## src/rtl/tx_link_ctrl.sv

```systemverilog
// JESD204B TX link-layer sequencer: frame/LMFC counters, CGS/ILA/DATA stream select,
// SYNC~ resync and error-pulse detection.
module tx_link_ctrl #(
   parameter int unsigned F          = 8,
   parameter int unsigned K          = 4,
   parameter int unsigned ILA_MF     = 4,
   parameter int unsigned RESYNC_LEN = 5 * F + 9
) (
   input  logic       clk,
   input  logic       rst_n,
   input  logic       i_link_en,
   input  logic       i_sync_n,
   output logic [2:0] o_link_mux,
   output logic [4:0] o_no_frame_de_assertion,
   output logic       o_lmfc,
   output logic       o_frame_start,
   output logic       o_user_rdy,
   output logic [2:0] o_state,
   output logic       o_resync,
   output logic       o_sync_err,
   output logic [7:0] o_err_cnt
);

   typedef enum logic [2:0] {
      StIdle     = 3'd0,
      StCgs      = 3'd1,
      StWaitLmfc = 3'd2,
      StIla      = 3'd3,
      StData     = 3'd4
   } state_e;

   localparam logic [7:0] OctLast = 8'(F - 1);
   localparam logic [4:0] FrmLast = 5'(K - 1);
   localparam logic [3:0] IlaLast = 4'(ILA_MF - 1);
   localparam logic [8:0] LowLast = (RESYNC_LEN - 1 > 511) ? 9'h1ff : 9'(RESYNC_LEN - 1);

   state_e     state_q, state_d;
   logic [7:0] oct_cnt_q;
   logic [4:0] frm_cnt_q;
   logic [3:0] ila_cnt_q, ila_cnt_d;
   logic [8:0] low_cnt_q, low_cnt_d;
   logic [4:0] nfd_q, nfd_d;
   logic [7:0] err_cnt_q, err_cnt_d;
   logic [2:0] mux_q, mux_d;
   logic       rdy_q, rdy_d;
   logic       boundary, tracking, resync, sync_err;

   // LMFC phase free-runs from reset independent of the link state.
   always_ff @(posedge clk or negedge rst_n) begin
      if (!rst_n) begin
         oct_cnt_q <= 8'd0;
         frm_cnt_q <= 5'd0;
      end else if (oct_cnt_q == OctLast) begin
         oct_cnt_q <= 8'd0;
         frm_cnt_q <= (frm_cnt_q == FrmLast) ? 5'd0 : frm_cnt_q + 5'd1;
      end else begin
         oct_cnt_q <= oct_cnt_q + 8'd1;
      end
   end

   assign boundary = (oct_cnt_q == OctLast) && (frm_cnt_q == FrmLast);
   assign tracking = (state_q == StIla) || (state_q == StData);

   always_comb begin
      state_d   = state_q;
      ila_cnt_d = ila_cnt_q;
      nfd_d     = nfd_q;
      err_cnt_d = err_cnt_q;
      resync    = 1'b0;
      sync_err  = 1'b0;
      if (tracking && !i_sync_n) begin
         low_cnt_d = (low_cnt_q == 9'h1ff) ? low_cnt_q : low_cnt_q + 9'd1;
      end else begin
         low_cnt_d = 9'd0;
      end

      if (!i_link_en) begin
         state_d   = StIdle;
         ila_cnt_d = 4'd0;
         low_cnt_d = 9'd0;
      end else begin
         unique case (state_q)
            StIdle: state_d = StCgs;
            StCgs: begin
               if (i_sync_n) begin
                  nfd_d   = frm_cnt_q;
                  state_d = StWaitLmfc;
               end
            end
            StWaitLmfc: begin
               if (!i_sync_n) begin
                  state_d = StCgs;
               end else if (boundary) begin
                  state_d = StIla;
               end
            end
            StIla, StData: begin
               if (!i_sync_n && low_cnt_q >= LowLast) begin
                  resync    = 1'b1;
                  state_d   = StCgs;
                  ila_cnt_d = 4'd0;
                  low_cnt_d = 9'd0;
               end else if (state_q == StIla) begin
                  if (boundary) begin
                     if (ila_cnt_q == IlaLast) begin
                        state_d   = StData;
                        ila_cnt_d = 4'd0;
                     end else begin
                        ila_cnt_d = ila_cnt_q + 4'd1;
                     end
                  end
               end else if (i_sync_n && low_cnt_q != 9'd0) begin
                  // Short low pulse ended: error report from the receiver.
                  sync_err = 1'b1;
                  if (err_cnt_q != 8'hff) begin
                     err_cnt_d = err_cnt_q + 8'd1;
                  end
               end
            end
            default: state_d = StIdle;
         endcase
      end

      unique case (state_d)
         StIla:   mux_d = 3'd2;
         StData:  mux_d = 3'd0;
         default: mux_d = 3'd1;
      endcase
      rdy_d = (state_d == StData);
   end

   always_ff @(posedge clk or negedge rst_n) begin
      if (!rst_n) begin
         state_q   <= StIdle;
         ila_cnt_q <= 4'd0;
         low_cnt_q <= 9'd0;
         nfd_q     <= 5'd0;
         err_cnt_q <= 8'd0;
         mux_q     <= 3'd1;
         rdy_q     <= 1'b0;
      end else begin
         state_q   <= state_d;
         ila_cnt_q <= ila_cnt_d;
         low_cnt_q <= low_cnt_d;
         nfd_q     <= nfd_d;
         err_cnt_q <= err_cnt_d;
         mux_q     <= mux_d;
         rdy_q     <= rdy_d;
      end
   end

   assign o_link_mux              = mux_q;
   assign o_no_frame_de_assertion = nfd_q;
   assign o_lmfc                  = boundary;
   assign o_frame_start           = (oct_cnt_q == 8'd0);
   assign o_user_rdy              = rdy_q;
   assign o_state                 = state_q;
   assign o_resync                = resync;
   assign o_sync_err              = sync_err;
   assign o_err_cnt               = err_cnt_q;

endmodule

```

## config.mk

```make
export PLATFORM = sky130hd
export DESIGN_NAME = tx_link_ctrl
export DESIGN_NICKNAME = d
export VERILOG_FILES = /design/src/rtl/tx_link_ctrl.sv
export SDC_FILE = /design/constraint.sdc
export NUM_CORES = 1
export LEC_CHECK = 0
export CAP_MARGIN = 20
export CORE_ASPECT_RATIO = 0.9
export CORE_UTILIZATION = 40
export DETAILED_ROUTE_END_ITERATION = 16
export SLEW_MARGIN = 20
export SYNTH_ARGS = -nofsm -noshare
export SYNTH_HDL_FRONTEND = slang
export SYNTH_SLANG_ARGS = --single-unit
```

## constraint.sdc

```tcl
create_clock -name clk -period 2.3 [get_ports clk]
set_clock_uncertainty 0.15 [all_clocks]
set_input_delay 0.345 -clock clk [delete_from_list [all_inputs] [get_ports clk]]
set_output_delay 0.345 -clock clk [all_outputs]
set_load 0.005 [all_outputs]
```

### After elaboration in Yosys (flattened, before gate mapping)

Cells that the tools add are included.

| cells by class | value |
|---|---|
| add/sub/neg operators | 5 |
| magnitude comparators | 1 |
| bitwise operators | 2 |
| reduce and logical (&&, ||, !) cells | 13 |
| mux-type cells | 31 |
| equal/unequal tests | 14 |

Operators with widths:

| cell | count |
|---|---|
| 9-bit 2-to-1 mux | 5 |
| 3-bit 2-to-1 mux | 8 |
| 4-bit 2-to-1 mux | 6 |
| 8-bit by 1-bit adder with 8-bit output, second input constant | 2 |
| 3-bit case mux with 4 select lines | 1 |
| 9-bit by 1-bit adder with 9-bit output, second input constant | 1 |
| 3-bit by 2-bit == test with 1-bit output, second input constant | 3 |
| 9-bit == test, second input constant | 1 |
| 9-bit by 6-bit greater-or-equal comparator with 1-bit output, second input constant | 1 |
| 9-bit nonzero test | 1 |
| 8-bit by 3-bit == test with 1-bit output, second input constant | 1 |
| 8-bit logical NOT | 1 |
| 1-bit 2-to-1 mux | 8 |
| 8-bit 2-to-1 mux | 1 |
| 8-bit != test, second input constant | 1 |
| 3-bit == test, second input constant | 2 |
| 3-bit by 1-bit != test with 1-bit output, second input constant | 2 |
| 3-bit AND reduction | 2 |
| 6-bit AND reduction | 1 |
| 5-bit by 1-bit adder with 5-bit output, second input constant | 1 |
| 5-bit by 2-bit == test with 1-bit output, second input constant | 1 |
| 5-bit 2-to-1 mux | 1 |
| 4-bit by 1-bit adder with 4-bit output, second input constant | 1 |
| 4-bit by 2-bit == test with 1-bit output, second input constant | 1 |
| other kinds (9) | 13 |

| word-level totals | value |
|---|---|
| register bits | 46 |
| bits of input ports | 4 |
| word-level logic and storage cells | 75 |

### Depth between registers and ports, before layout

| logic depth | value |
|---|---|
| depth in word-level cells | 9 |
| depth in mapped cells | 7 |

### Least setup slack after synthesis

OpenSTA, ideal clock, no wires.

| timing path | value |
|---|---|
| path type | register to register |
| from | register oct_cnt_q[0] |
| to | register ila_cnt_q[0] |
| stages on the path, launching flop included | 7 |
| arrival time | 1874 ps |
| path slack | 148 ps |
| library setup time | 128 ps |
| period minus slack after synthesis | 2152 ps |
| required time | 2022 ps |
| cell sequence | dfrtp_1 -> ha_1 -> and4bb_2 -> and3_4 -> o21a_1 -> a211oi_2 -> mux2_1 |

| on the way | value |
|---|---|
| longest elaborated chain between the ends | 4 |

RTL lines:

| item | line | text |
|---|---|---|
| start: declaration | 38 | `logic [7:0] oct_cnt_q;` |
| start signal: assignment | 57 | `oct_cnt_q <= oct_cnt_q + 8'd1;` |
| 8-bit by 3-bit == test with 1-bit output | 61 | `assign boundary = (oct_cnt_q == OctLast) && (frm_cnt_q == FrmLast);` |
| 1-bit logical AND | 61 |  |
| named net o_lmfc | 15 | `output logic o_lmfc,` |
| 3-bit by 1-bit != test with 1-bit output (no source line) | n/a |  |
| 3-bit AND reduction (no source line) | n/a |  |
| end signal: assignment | 143 | `ila_cnt_q <= ila_cnt_d;` |
| end: declaration | 40 | `logic [3:0] ila_cnt_q, ila_cnt_d;` |

The timed path passes the listed nets, and every way through them passes these cells.
A chain may end at the register's enable or synchronous reset.

### Final worst setup path

| timing path | value |
|---|---|
| from | register oct_cnt_q[4] |
| to | output o_frame_start |

| on the way | value |
|---|---|
| longest elaborated chain between the ends | 1 |

RTL lines:

| item | line | text |
|---|---|---|
| 8-bit logical NOT | 155 | `assign o_frame_start = (oct_cnt_q == 8'd0);` |
| end: declaration | 16 | `output logic o_frame_start,` |

No other way between the ends.

==> metrics <==
max-cap violation count 0; routability congestion estimate from global placement 0.804; total vias in the final route 1492; wire length on met3 165 um; residual DRC count 0; fraction of final layout cells sized beyond drive strength 1 20.3%; # setup viols final 0; critical setup path kind reg2out; Die X-Extent 79.8 um; post-synthesis instance total 190; async set-or-reset flop fraction in the synthesized netlist 100%; arrival time worst endpoint 1.69 ns; area of the mapped netlist 2180 sq um; setup TNS after final layout 0 ns; Slowest cell on crit path clkdlybuf4s50_1; maximum clock insertion buffer count 2; final worst path period share 95.1%; DR top layer met4; wire per inst 12.8 um; power density over cell area 548 nW/um^2; met2 wire length 1.58 mm; largest cells by area after synthesis dfrtp_1 (50%), xnor2_1 (5.2%), mux2_2 (4.1%); Power Total 1.50 mW; Reg clk slew, reported paths 0.07 ns; layout net count 247; Total GRT Usage 15.7%; number of antenna-violating nets in the routed design 0; setup repair after global routing missed its margin yes; Util after Layout 52.2%; count of H-tree levels built during CTS 2; CTS root buffer clkbuf_8; number of buffers created by CTS 5; die footprint 5750 sq um; chip height 72.1 um; area fraction of the dominant cell type after synthesis 50.5%; kind of end point of the critical path primary output; detailed placer's ending HPWL 2.81 mm; biggest area consumer among synthesized cells dfrtp_1; Yosys Warn Count 0; maximum cell stage delay along the critical path 0.50 ns; global-route wire length before repair 6.87 mm; routed metal-1 wirelength 2.09 mm; IR Drop Worst-Case VDD 0.250 mV; final-layout fill cell count 482; Core Rows 25; via count of the first global-routing pass 1434; most frequent standard cell in the layout excluding fill and tap cells dfrtp_1; count of final hold-check violations 0; number of inserted diodes 0; unique cell type count in the Yosys netlist 51; run status finished, final reports clean; P_leak 1.26 nW; final critical path time including I/O delays and setup 2.19 ns; total grt overflow 0; area overhead of the layout relative to synthesis 25.7%; Avg Cell Area, Syn 11.5 sq um; CTS tree built; type of the worst min-delay path in2async; number of sinks handled by clock tree synthesis 45; Final Routed Wirelength 3.90 mm; count of pins over their slew limit 0; number of flops mapped to enable cells by yosys 0; Buffers on Ports 26; top-level I/O count 28; multi-input logic area 1030 sq um; sort of element at the start of the critical path register; initial DRC count 64; chain of cells forming the critical path nor3_4 > and4b_1 > clkdlybuf4s50_1; crit path max fanout 4; Via density 4.91; Top FF cell, synth dfrtp_1; commonest cells after routing, fill and taps aside dfrtp_1 (43), clkdlybuf4s50_1 (22), nor2_1 (18); number of iterations in the first detailed-routing pass 4; Core Box Area 5260 sq um; FF+latch area 1130 sq um; register area share after synthesis 51.7%; critical path required time 1.80 ns; antenna violations before repair 0; Seq cells post-synth 45; highest achievable clock rate 0.457 GHz; clock latency on the worst-skew pair 0.29 ns; effective utilization at floorplan 41.5%; largest net degree at the start of global routing 22
[what timing repair did]
action                     in CTS  in global routing
hold endpoints to repair        8                  0
cloned                          0                  0
hold buffers                    1                  0
setup endpoints to repair       3                  4
buffers inserted                1                  1
pin swaps                       1                  2
resized for setup               5                  5
[synth_stat cells (2+ instances only)]
library cell and instances:
nor3_1 3, buf_2 2, ha_1 7, xnor2_1 13
nand4_1 6, nor3b_1 2, nand3_1 10, o21a_1 2
and4bb_1 2, o21ai_0 2, dfrtp_1 44, and3_2 2
nor2_1 18, buf_4 2, a21oi_1 4, and4_1 2
nand2_1 8, mux2_2 8, xor2_1 5, a31oi_1 4
and3_1 5, a211oi_1 3, inv_1 8
[final timing paths]
| check | cells past startpoint | slack, ns | to | start |
|---|---|---|---|---|
| min in group clk | 1 | 0.33 | oct_cnt_q[0]$_DFF_PN0_ | oct_cnt_q[0]$_DFF_PN0_ |
| setup / recovery | 3 | 0.11 | o_frame_start | oct_cnt_q[4]$_DFF_PN0_ |
| hold reg to reg | 1 | 0.33 | oct_cnt_q[0]$_DFF_PN0_ | oct_cnt_q[0]$_DFF_PN0_ |
| hold / removal | 2 | 0.28 | ila_cnt_q[1]$_DFFE_PN0P_ | rst_n |
| setup reg to reg | 6 | 0.12 | ila_cnt_q[0]$_DFFE_PN0P_ | oct_cnt_q[0]$_DFF_PN0_ |
| max in group asynchronous | 3 | 1.18 | oct_cnt_q[4]$_DFF_PN0_ | rst_n |
[area by class of cell]
type	instances	area share, %
Multi-Input combinational cell	134	37.6
Timing Repair Buffer	42	13.8
Clock buffer	8	3.29
Sequential cell	45	41.2
Tap cell	67	3.06
Inverter	8	1.10
[kinds of logic after synthesis]
kind of cell	count (synthesis)	synth area share, %
buffers and inverters	14	3.21
and+or+nand+nor	72	21.0
other	1	0.172
adders and majority gates	8	4.47
muxes	9	4.65
AOI/OAI and AO/OA	23	7.57
xor gates and xnor gates	18	7.23
DFF	45	51.7
[flip-flops by register name, summed over array words and instances, names as in the netlist]
| name | flops |
|---|---|
| o_link_mux | 2 |
| o_no_frame_de_assertion | 5 |
| oct_cnt_q | 8 |
| o_user_rdy | 1 |
| low_cnt_q | 9 |
| frm_cnt_q | 5 |
| o_err_cnt | 8 |
| ila_cnt_q | 4 |
| o_state | 3 |
[worst max-delay path, delay by kind of cell (launching register included)]
family / cells / cell delay, ns
DFF: 1 / 0.45
and+or+nand+nor: 2 / 0.45
buffers and inverters: 1 / 0.50
[metal layers]
layer  vias to the layer above  global-route usage, %
met1                       694                   23.7
met5                         -                      0
li1                        767                      -
met4                         0                   5.36
met2                        25                   21.4
met3                         6                   4.40
[where the power goes]
group          switching [mW]  leakage [nW]  total [mW]  internal, mW
registers              0.0254         0.598       0.848         0.822
clock network           0.244        0.0455       0.489         0.245
logic                  0.0704         0.616       0.164        0.0937
[metrics by stage]
step	cells	hold WS [ns]	instance area [sq um]	worst slack, ns
floorplan	193	-0.101	2190	0.148
global placement	293	0.0595	2590	0.0816
detailed placement	293	0.0601	2590	0.0534
CTS	303	0.280	2710	0.0369
global route	304	0.287	2740	-0.00189
finish	304	0.279	2740	0.114
No activity file was read; power rests on OpenSTA's default activity.
